--- src/rtl/pmem_arb_pkg.sv ---
// Shared definitions for the psum-memory arbiter: FSM encoding, core count and
// the per-core base-address helper.
package pmem_arb_pkg;

    localparam int unsigned NUM_CORES = 2;

    typedef enum logic [1:0] {
        IDLE   = 2'd0,
        BURST0 = 2'd1,
        BURST1 = 2'd2
    } arb_state_e;

    // Each core owns a contiguous window of blen rows.
    function automatic int unsigned base_addr(input int unsigned core, input int unsigned blen);
        return core * blen;
    endfunction

endpackage

--- src/rtl/rr_arb2.sv ---
// Two-requester round-robin picker. A lone requester always wins; on a tie,
// the core that was not served last wins.
module rr_arb2
    import pmem_arb_pkg::*;
(
    input  logic [NUM_CORES-1:0] req,
    input  logic                 last_served,
    output logic [NUM_CORES-1:0] pick
);

    always_comb begin
        pick = '0;
        case (req)
            2'b01:   pick = 2'b01;
            2'b10:   pick = 2'b10;
            2'b11:   pick = last_served ? 2'b01 : 2'b10;
            default: pick = '0;
        endcase
    end

endmodule

--- src/rtl/pmem_arbiter.sv ---
// Arbitrates the single-port psum memory between two cores' write-back bursts
// and single-cycle host reads that slot into IDLE gaps.
module pmem_arbiter
    import pmem_arb_pkg::*;
#(
    parameter int unsigned data_bw   = 128,
    parameter int unsigned addr_bw   = 4,
    parameter int unsigned burst_len = 8
) (
    input  logic               clk,
    input  logic               reset_n,
    input  logic               req0,
    input  logic [data_bw-1:0] wdata0,
    output logic               gnt0,
    output logic               done0,
    input  logic               req1,
    input  logic [data_bw-1:0] wdata1,
    output logic               gnt1,
    output logic               done1,
    input  logic               host_rd,
    input  logic [addr_bw-1:0] host_add,
    output logic               host_gnt,
    output logic               pmem_wr,
    output logic               pmem_rd,
    output logic [addr_bw-1:0] pmem_add,
    output logic [data_bw-1:0] pmem_din
);

    localparam int unsigned     BEAT_W    = (burst_len > 1) ? $clog2(burst_len) : 1;
    localparam logic [BEAT_W-1:0] LAST_BEAT = BEAT_W'(burst_len - 1);

    arb_state_e           state_q, state_d;
    logic [BEAT_W-1:0]    beat_q, beat_d;
    logic                 last_served_q, last_served_d;
    logic                 host_fair_q, host_fair_d;
    logic                 pmem_wr_q, pmem_rd_q, done0_q, done1_q;
    logic [addr_bw-1:0]   pmem_add_q, pmem_add_d;
    logic [data_bw-1:0]   pmem_din_q, pmem_din_d;

    logic [NUM_CORES-1:0] pick;
    logic                 any_req, host_take, last_beat, in_burst, cur_core;

    rr_arb2 u_rr (
        .req         ({req1, req0}),
        .last_served (last_served_q),
        .pick        (pick)
    );

    assign any_req   = req0 | req1;
    assign in_burst  = (state_q == BURST0) || (state_q == BURST1);
    assign cur_core  = (state_q == BURST1);
    assign last_beat = (beat_q == LAST_BEAT);
    // A core that already waited behind one host read takes precedence.
    assign host_take = (state_q == IDLE) && host_rd && !(host_fair_q && any_req);

    assign gnt0     = (state_q == BURST0);
    assign gnt1     = (state_q == BURST1);
    assign host_gnt = host_take;

    // Next-state: grant selection in IDLE, beat counting inside a burst.
    always_comb begin
        state_d       = state_q;
        beat_d        = beat_q;
        last_served_d = last_served_q;
        host_fair_d   = host_fair_q;
        case (state_q)
            IDLE: begin
                if (host_take) begin
                    host_fair_d = any_req;
                end else if (pick != '0) begin
                    state_d     = pick[0] ? BURST0 : BURST1;
                    beat_d      = '0;
                    host_fair_d = 1'b0;
                end
            end
            BURST0, BURST1: begin
                if (last_beat) begin
                    beat_d        = '0;
                    state_d       = IDLE;
                    last_served_d = cur_core;
                end else begin
                    beat_d = BEAT_W'(beat_q + 1'b1);
                end
            end
            default: state_d = IDLE;
        endcase
    end

    // Memory-side address/data for the registered write and read stages.
    always_comb begin
        pmem_add_d = pmem_add_q;
        pmem_din_d = pmem_din_q;
        if (in_burst) begin
            pmem_add_d = addr_bw'(base_addr(32'(cur_core), burst_len) + 32'(beat_q));
            pmem_din_d = cur_core ? wdata1 : wdata0;
        end else if (host_take) begin
            pmem_add_d = host_add;
        end
    end

    always_ff @(posedge clk or negedge reset_n) begin
        if (!reset_n) begin
            state_q       <= IDLE;
            beat_q        <= '0;
            last_served_q <= 1'b1;
            host_fair_q   <= 1'b0;
            pmem_wr_q     <= 1'b0;
            pmem_rd_q     <= 1'b0;
            done0_q       <= 1'b0;
            done1_q       <= 1'b0;
            pmem_add_q    <= '0;
            pmem_din_q    <= '0;
        end else begin
            state_q       <= state_d;
            beat_q        <= beat_d;
            last_served_q <= last_served_d;
            host_fair_q   <= host_fair_d;
            pmem_wr_q     <= in_burst;
            pmem_rd_q     <= host_take;
            done0_q       <= gnt0 && last_beat;
            done1_q       <= gnt1 && last_beat;
            pmem_add_q    <= pmem_add_d;
            pmem_din_q    <= pmem_din_d;
        end
    end

    assign pmem_wr  = pmem_wr_q;
    assign pmem_rd  = pmem_rd_q;
    assign done0    = done0_q;
    assign done1    = done1_q;
    assign pmem_add = pmem_add_q;
    assign pmem_din = pmem_din_q;

endmodule

--- config.mk ---
export PLATFORM = sky130hd
export DESIGN_NAME = pmem_arbiter
export DESIGN_NICKNAME = d
export VERILOG_FILES = /design/src/rtl/pmem_arb_pkg.sv /design/src/rtl/rr_arb2.sv /design/src/rtl/pmem_arbiter.sv
export SDC_FILE = /design/constraint.sdc
export NUM_CORES = 1
export LEC_CHECK = 0
export BUFFER_PORTS_ARGS = -buffer_cell sky130_fd_sc_hd__buf_2
export CORE_AREA = 4 4 156 158
export DETAILED_ROUTE_END_ITERATION = 8
export DIE_AREA = 0 0 160 162
export GPL_TIMING_DRIVEN = 0
export PLACE_DENSITY_LB_ADDON = 0.3
export SKIP_CTS_REPAIR_TIMING = 1
export SLEW_MARGIN = 40
export SYNTH_ARGS = -nofsm -noshare
export SYNTH_HDL_FRONTEND = slang
export SYNTH_SLANG_ARGS = --single-unit
--- constraint.sdc ---
create_clock -name clk -period 3.6 [get_ports clk]
set_input_delay 0 -clock clk [delete_from_list [all_inputs] [get_ports clk]]
set_output_delay 0 -clock clk [all_outputs]
set_load 0.005 [all_outputs]
==> metrics.md, run 1 <==
| Metric | Value |
|---|---|
| 1st-iter DRT viols | 399 |
| Syn_area_per_cell | 10.6 um^2 |
| Number of port buffers | 403 |
| Die H | 162 um |
| Worst-margin pin slew | 0.499 ns |
| Crit-path cells | inv_1 > ha_1 > buf_4 > buf_8 > buf_6 > mux2i_1 > dlygate4sd3_1 > a21oi_1 |
| Sink Count | 143 |
| Worst Path Required | 3.88 ns |
| Layout area overhead | 85.8% |
| Drt first pass iters | 4 |
| Clock buffer depth | 2 |
| Yosys top cell by area | dfrtp_1 |
| Area share of the largest cell type after synthesis | 0.536 |
| Hold WC Path Type | input pin to flip-flop |
| Power per cell area | 806 nW/um^2 |
| Final #Nets | 1584 |
| Final Power | 9.92 mW |
| Chip Width | 160 um |
| Hold Startpoint | req0 |
| Reg2reg end | pmem_din[47] |
| Run status | complete, no violations |
| Number of synthesized register bits | 143 |
| CTS tree | done |
| Post-synth ARST share | 1.00 |
| Post-Synth XOR/XNOR Area | 0 |
| Hold Crit Depth | 3 |
| Final ANT Viol Nets | 0 |
| YS warnings | 0 |
| Mapped cell area | 6630 um^2 |
| WP data arrival | 2.59 ns |
| Commonest cells post-synth | dfrtp_1 (142), a21oi_1 (136), nor2_1 (131) |
| Pin count of the biggest net entering global routing | 72 |
| Largest family of logic cells by synthesized area | multiplexers |
| Mux cell area share after synthesis | 0.195 |
| Pleak | 5.84 nW |
| CTS buffer count | 17 |
| Synth Instances | 626 |
| R2R depth | 8 |
| Sequential share of the synthesized area | 0.540 |
| Num ports | 404 |
| Max Freq | 433 MHz |
| Vias | 7415 |
| Worst slew margin | 0.667 |
| Clk slew on worst S/H paths | 0.07 ns |
| CP Capture Type | flip-flop |
| Synth area leaders | dfrtp_1 (54%), mux2i_1 (19%), a21oi_1 (10%) |
| Initial antenna violation count | 1 |
| RSZ-0062 raised after global routing | no |
| Reg-to-Reg Start | state_q[0] |
| Hpwl dp | 17200 um |
| Vias in the first global route | 6225 |
| Ys flop type | dfrtp_1 |
| WS Path Type | flip-flop to flip-flop |
| Max incr delay on CP | 0.58 ns |
| Setup_tns | 0 ns |
| First-pass GRT wire length | 34200 um |
| Ratio of cells with drive above 1 in the final layout | 0.361 |
| Worst vdd ir | 333 uV |
| Crit share post-route | 0.641 |
| Critical path startpoint category | flip-flop |
| Total gr overflow | 0 |
| Post-Route WL | 27200 um |
| Critical-path top delay cell | dlygate4sd3_1 |
| Simple logic cell fraction of the synthesized area | 0.0918 |
| Hold path endpoint | state_q[1] |
| Count of final hold-check violations | 0 |
| Setup WS pre-CTS | 1.60 ns |
| Synth Area in Adders | 0.00944 |
| Root Buffer Master | clkbuf_16 |
| Count leader, synth | dfrtp_1 |
| Reg2reg setup slack | 1.29 ns |
| Clock Skew | 0.0100 ns |
| Starting Density | 0.287 |
| Gpl congestion | 0.795 |
| Post-synthesis net count | 896 |
| Gr usage total | 0.166 |
| Unique cell type count in the Yosys netlist | 28 |
| Max FO, Critical Path | 10 |
| Pins Over Slew Limit | 0 |
| Min Tclk post-route | 2.31 ns |
| Compound-Gate Fraction of Synth Area | 0.116 |
| Max_cap viols | 0 |
| Core area | 23100 um^2 |
| CTS HTree Levels | 4 |
| Die ar. | 25900 um^2 |
| EDFF count, synth | 0 |
| Clk_lat worst skew | 0.42 ns |
| Routed wire length per instance | 16.8 um |
| Row count | 56 |
| Setup WS post-layout | 1.29 ns |
| Final setup violation count | 0 |
| Final routed DRC violation total | 0 |
| Vias/cell | 4.59 |
==> metrics by stage <==
stage          instance area [um^2]  utilization  hold slack (ns)  std cells
2_1_floorplan                  6630            -           -0.296        626
3_3_place_gp                   9000        0.389            0.295       1319
3_5_place_dp                   9070        0.392           -0.216       1321
4_1_cts                        9660        0.418           -0.669       1352
5_1_grt                       12300        0.532           0.0563       1617
6_report                      12300        0.532           0.0420       1617
==> cells in the final DEF, fill, tap and decap left out, drive strengths merged, types with 3 or more instances in the layout <==
cell / count
a21oi: 136
a32o: 4
buf: 442
clkbuf: 26
clkinv: 3
dfrtp: 142
dlygate4sd3: 264
ha: 5
inv: 11
mux2i: 128
nand2: 9
nor2: 131
nor2b: 6
o21ai: 4
==> logic make-up (layout without fill, tap and decap cells) <==
group           Yosys count  after routing
compound gates          147            147
fa+ha+maj                 5              5
buf+inv                  50            750
flops                   143            143
mux                     129            129
other cells               0              1
simple gates            152            152
==> worst max-delay path, delay by kind of cell, from the launching register on <==
family / cells / cell delay [ns]
AOI/OAI and AO/OA: 1 / 0.06
buffers and inverters: 5 / 1.26
adders and majority gates: 1 / 0.18
muxes: 1 / 0.27
DFF: 1 / 0.39
==> how the worst max path moves through the flow <==
| stage | to | slack (ns) | startpoint | cells past startpoint |
|---|---|---|---|---|
| floorplan | pmem_din[30] | 2.11 | state_q[0] | 6 |
| global placement | pmem_din[10] | 0.38 | reset_n | 1 |
| detailed placement | pmem_din[12] | 1.60 | state_q[0] | 6 |
| CTS | pmem_din[12] | 1.59 | state_q[0] | 6 |
| global route | pmem_din[61] | 1.18 | state_q[0] | 8 |
| finish | pmem_din[47] | 1.29 | state_q[0] | 8 |
==> state kept, by name, indices dropped and copies added (netlist names) <==
name / count
beat_q: 3
state_q: 2
done0: 1
pmem_din: 128
pmem_add: 4
done1: 1
pmem_rd: 1
pmem_wr: 1
host_fair_q: 1
last_served_q: 1
==> per-layer routing <==
| layer | global-route usage | vias to the layer above | routed length, um |
|---|---|---|---|
| met1 | 0.200 | 3513 | 10600 |
| met4 | 0.0340 | 0 | 527 |
| met2 | 0.287 | 330 | 14000 |
| li1 | - | 3532 | - |
| met5 | 0 | - | 0 |
| met3 | 0.0639 | 40 | 2100 |
==> final cells by class <==
| cell class | instances | area [um^2] |
|---|---|---|
| Multi-Input combinational cell | 433 | 2730 |
| Clock buffer | 18 | 439 |
| Inverter | 5 | 18.8 |
| Tap cell | 290 | 363 |
| Sequential cell | 143 | 3580 |
| Fill cell | 1999 | 10800 |
| Timing Repair Buffer | 669 | 4720 |
| Buffer | 45 | 294 |
| Clock inverter | 13 | 153 |
| Antenna cell | 1 | 2.50 |
==> power by group <==
part,internal [mW],leakage (nW),switching [mW]
Clock,1.05,0.286,0.741
Sequential,2.43,1.59,0.422
Combinational,2.50,3.96,2.78
Total,5.98,5.84,3.94
Note: power is estimated with default switching activity, not from simulation.
==> run 2, diff against run 1 <==
Settings changed: ABC_AREA from default to 1, CORE_AREA 4 4 156 158 to 4 4 153 155, DIE_AREA 0 0 160 162 to 0 0 157 159.
Clock period 3.6 ns to 2.28 ns, I/O delays scaled along.
==> run 2 against run 1 <==
  * The run now ends with hold timing left
  * Fmax is 15% higher
  * Die area is 3.7% lower
  * Hold slack worse by 0.052 ns
  * Count of clock-buffer cells in the layout up 2
  * Global-route usage increased by 3.4 points
  * Sequential share of layout area increased by 0.098 points
  * First-iteration DRC count grew 77%
  * Register-to-register slack worse by 1.0 ns
  * Critical endpoint is now host_fair_q
  * Largest cell class unchanged
==> metrics.md, run 2 <==
| Metric | Value |
|---|---|
| RSZ-0062 raised after global routing | no |
| Setup WS pre-CTS | 0.398 ns |
| Num ports | 404 |
| Hold Crit Depth | 3 |
| Number of flip-flops under the largest register name | 128 |
| Yosys top cell by area | dfrtp_1 |
| Commonest non-fill, non-tap cell in the layout | buf_2 |
| Final #Nets | 1750 |
| Reg-to-Reg Start | state_q[0] |
| Final setup violation count | 0 |
| Final ANT Viol Nets | 0 |
| Root Buffer Master | clkbuf_16 |
| Max_cap viols | 0 |
| Total gr overflow | 0 |
| Critical-path top delay cell | dlygate4sd3_1 |
| Hold WC Path Type | input pin to flip-flop |
| Unique cell type count in the Yosys netlist | 20 |
| Vias in the first global route | 7136 |
| Worst vdd ir | 575 uV |
| Final routed DRC violation total | 0 |
| Clk slew on worst S/H paths | 0.06 ns |
| Max incr delay on CP | 0.57 ns |
| Chip Width | 157 um |
| Largest family of logic cells by synthesized area | compound AO/OA/AOI/OAI gates |
| Drt first pass iters | 5 |
| Sequential share of the synthesized area | 0.545 |
| WP data arrival | 2.35 ns |
| Number of synthesized register bits | 143 |
| YS warnings | 0 |
| Setup WS post-layout | 0.269 ns |
| WS Path Type | flip-flop to flip-flop |
| Worst slew margin | 0.645 |
| Count of final hold-check violations | 1 |
| Clk_lat worst skew | 0.42 ns |
| Pins Over Slew Limit | 0 |
| Compound-Gate Fraction of Synth Area | 0.201 |
| Routed wire length per instance | 17.8 um |
| Critical path startpoint category | flip-flop |
| CTS buffer count | 17 |
| GRT met2 Usage | 0.335 |
| Layout area overhead | 86.7% |
| CTS tree | done |
| Crit-path cells | inv_1 > ha_1 > nand2_1 > o21bai_2 > buf_4 > o21ai_0 > dlygate4sd3_1 |
| Reg2reg end | host_fair_q |
| Commonest cells post-synth | nand2_1 (170), o21ai_0 (148), dfrtp_1 (142) |
| Sink Count | 143 |
| Failing checks | hold timing |
| Gpl congestion | 0.867 |
| CP Capture Type | flip-flop |
| Pin count of the biggest net entering global routing | 71 |
| Clock Skew | 0.0118 ns |
| Count leader, synth | nand2_1 |
| Post-Synth XOR/XNOR Area | 0 |
| Worst Path Required | 2.62 ns |
| Post-synthesis net count | 1062 |
| Mapped cell area | 6570 um^2 |
| Starting Density | 0.301 |
| Area share of the largest cell type after synthesis | 0.541 |
| Clock buffer depth | 2 |
| EDFF count, synth | 0 |
| Number of port buffers | 403 |
| Synth Instances | 792 |
| Die ar. | 25000 um^2 |
| Initial antenna violation count | 1 |
| Worst-margin pin slew | 0.532 ns |
| Grt met1 use | 0.242 |
| Row count | 54 |
| Hpwl dp | 20000 um |
| Met3 usage | 0.0704 |
| Post-synth ARST share | 1.00 |
| Ys flop type | dfrtp_1 |
| Vias | 8681 |
| Vias/cell | 4.89 |
| Die H | 159 um |
| Most frequent cells in the layout | buf_2 (422), dlygate4sd3_1 (264), nand2_1 (170) |
| Core area | 21800 um^2 |
| Post-Route WL | 31500 um |
| Synth Area in Adders | 0.00952 |
| Gr usage total | 0.200 |
| Grt peak-use layer | met2 |
| Simple logic cell fraction of the synthesized area | 0.181 |
| Hold Startpoint | wdata0[59] |
| Hold path endpoint | pmem_din[59] |
| Pleak | 6.13 nW |
| Crit share post-route | 0.882 |
| 1st-iter DRT viols | 705 |
| CTS HTree Levels | 4 |
| Worst hold slack | -0.0103 ns |
| Min Tclk post-route | 2.01 ns |
| Max FO, Critical Path | 10 |
| First-pass GRT wire length | 39300 um |
| Synth area leaders | dfrtp_1 (54%), o21ai_0 (11%), nand2_1 (9.7%) |
| Max Freq | 497 MHz |
| Reg2reg setup slack | 0.27 ns |
| Syn_area_per_cell | 8.29 um^2 |
| R2R depth | 7 |
| Power per cell area | 1240 nW/um^2 |
| Run status | finished with violations |
| Mux cell area share after synthesis | 0 |
| Ratio of cells with drive above 1 in the final layout | 0.325 |
## run 2: cell count changes after synthesis, sizes merged, moves of 2 or more
cell,before,now
inv,5,10
buf,37,41
a21oi,136,2
mux2i,128,0
o21ai,4,260
a32o,4,0
and2,2,0
nand2,9,170
clkbuf,8,18
nand3,1,8
nand3b,0,2
nor2b,6,0
o31ai,2,0
## run 2: per-stage QoR
stage / area [um^2] / TNS, ns / util / power, mW / std cells
after floorplan: 6570 / 0 / - / 8.48 / 792
after global placement: 8940 / -141.28 / 0.409 / 11.5 / 1475
after detailed placement: 9000 / 0 / 0.412 / 11.6 / 1477
after CTS: 9620 / 0 / 0.441 / 14.7 / 1509
after global routing: 12300 / 0 / 0.562 / 16.3 / 1773
final: 12300 / 0 / 0.562 / 15.2 / 1774
## run 2: how the worst max path moves through the flow
stage | start | to | slack (ns) | cells after the start
floorplan | state_q[0] | state_q[1] | 0.84 | 9
global placement | reset_n | pmem_din[2] | -1.01 | 1
detailed placement | state_q[0] | pmem_din[51] | 0.40 | 7
CTS | state_q[0] | pmem_din[59] | 0.35 | 7
global route | state_q[0] | host_fair_q | 0.16 | 7
finish | state_q[0] | host_fair_q | 0.27 | 7
## run 2: power by group
| group | internal [mW] | switching (mW) |
|---|---|---|
| clock | 1.84 | 1.15 |
| sequential | 3.86 | 0.712 |
| combinational | 3.05 | 4.58 |
## run 2: kinds of logic (layout without fill, tap and decap cells)
| group | after synthesis | in the layout |
|---|---|---|
| DFF | 143 | 143 |
| adders and majority gates | 5 | 5 |
| and+or+nand+nor | 312 | 312 |
| AOI/OAI and AO/OA | 263 | 263 |
| other | 0 | 1 |
| buffers and inverters | 69 | 770 |
## run 2: metal layers
layer,up-vias,wire (um)
li1,3988,-
met1,4090,12100
met2,507,15300
met3,96,2820
met4,0,1230
met5,-,0
## run 2: area by class of cell
type	count	area, um^2
clock buffers	20	437
fillers	1852	9560
diodes	1	2.50
inverters	10	37.5
well taps	280	350
plain buffers	59	377
flip-flops and latches	143	3580
multi-input cells	580	2570
clock inverters	12	183
repair buffers	669	4720
## run 2: critical path: cells and delay by family, from the launching register on
kind	cells	cell delay [ns]
buffers and inverters	3	0.85
AOI/OAI and AO/OA	2	0.38
and+or+nand+nor	1	0.09
adders and majority gates	1	0.23
DFF	1	0.40
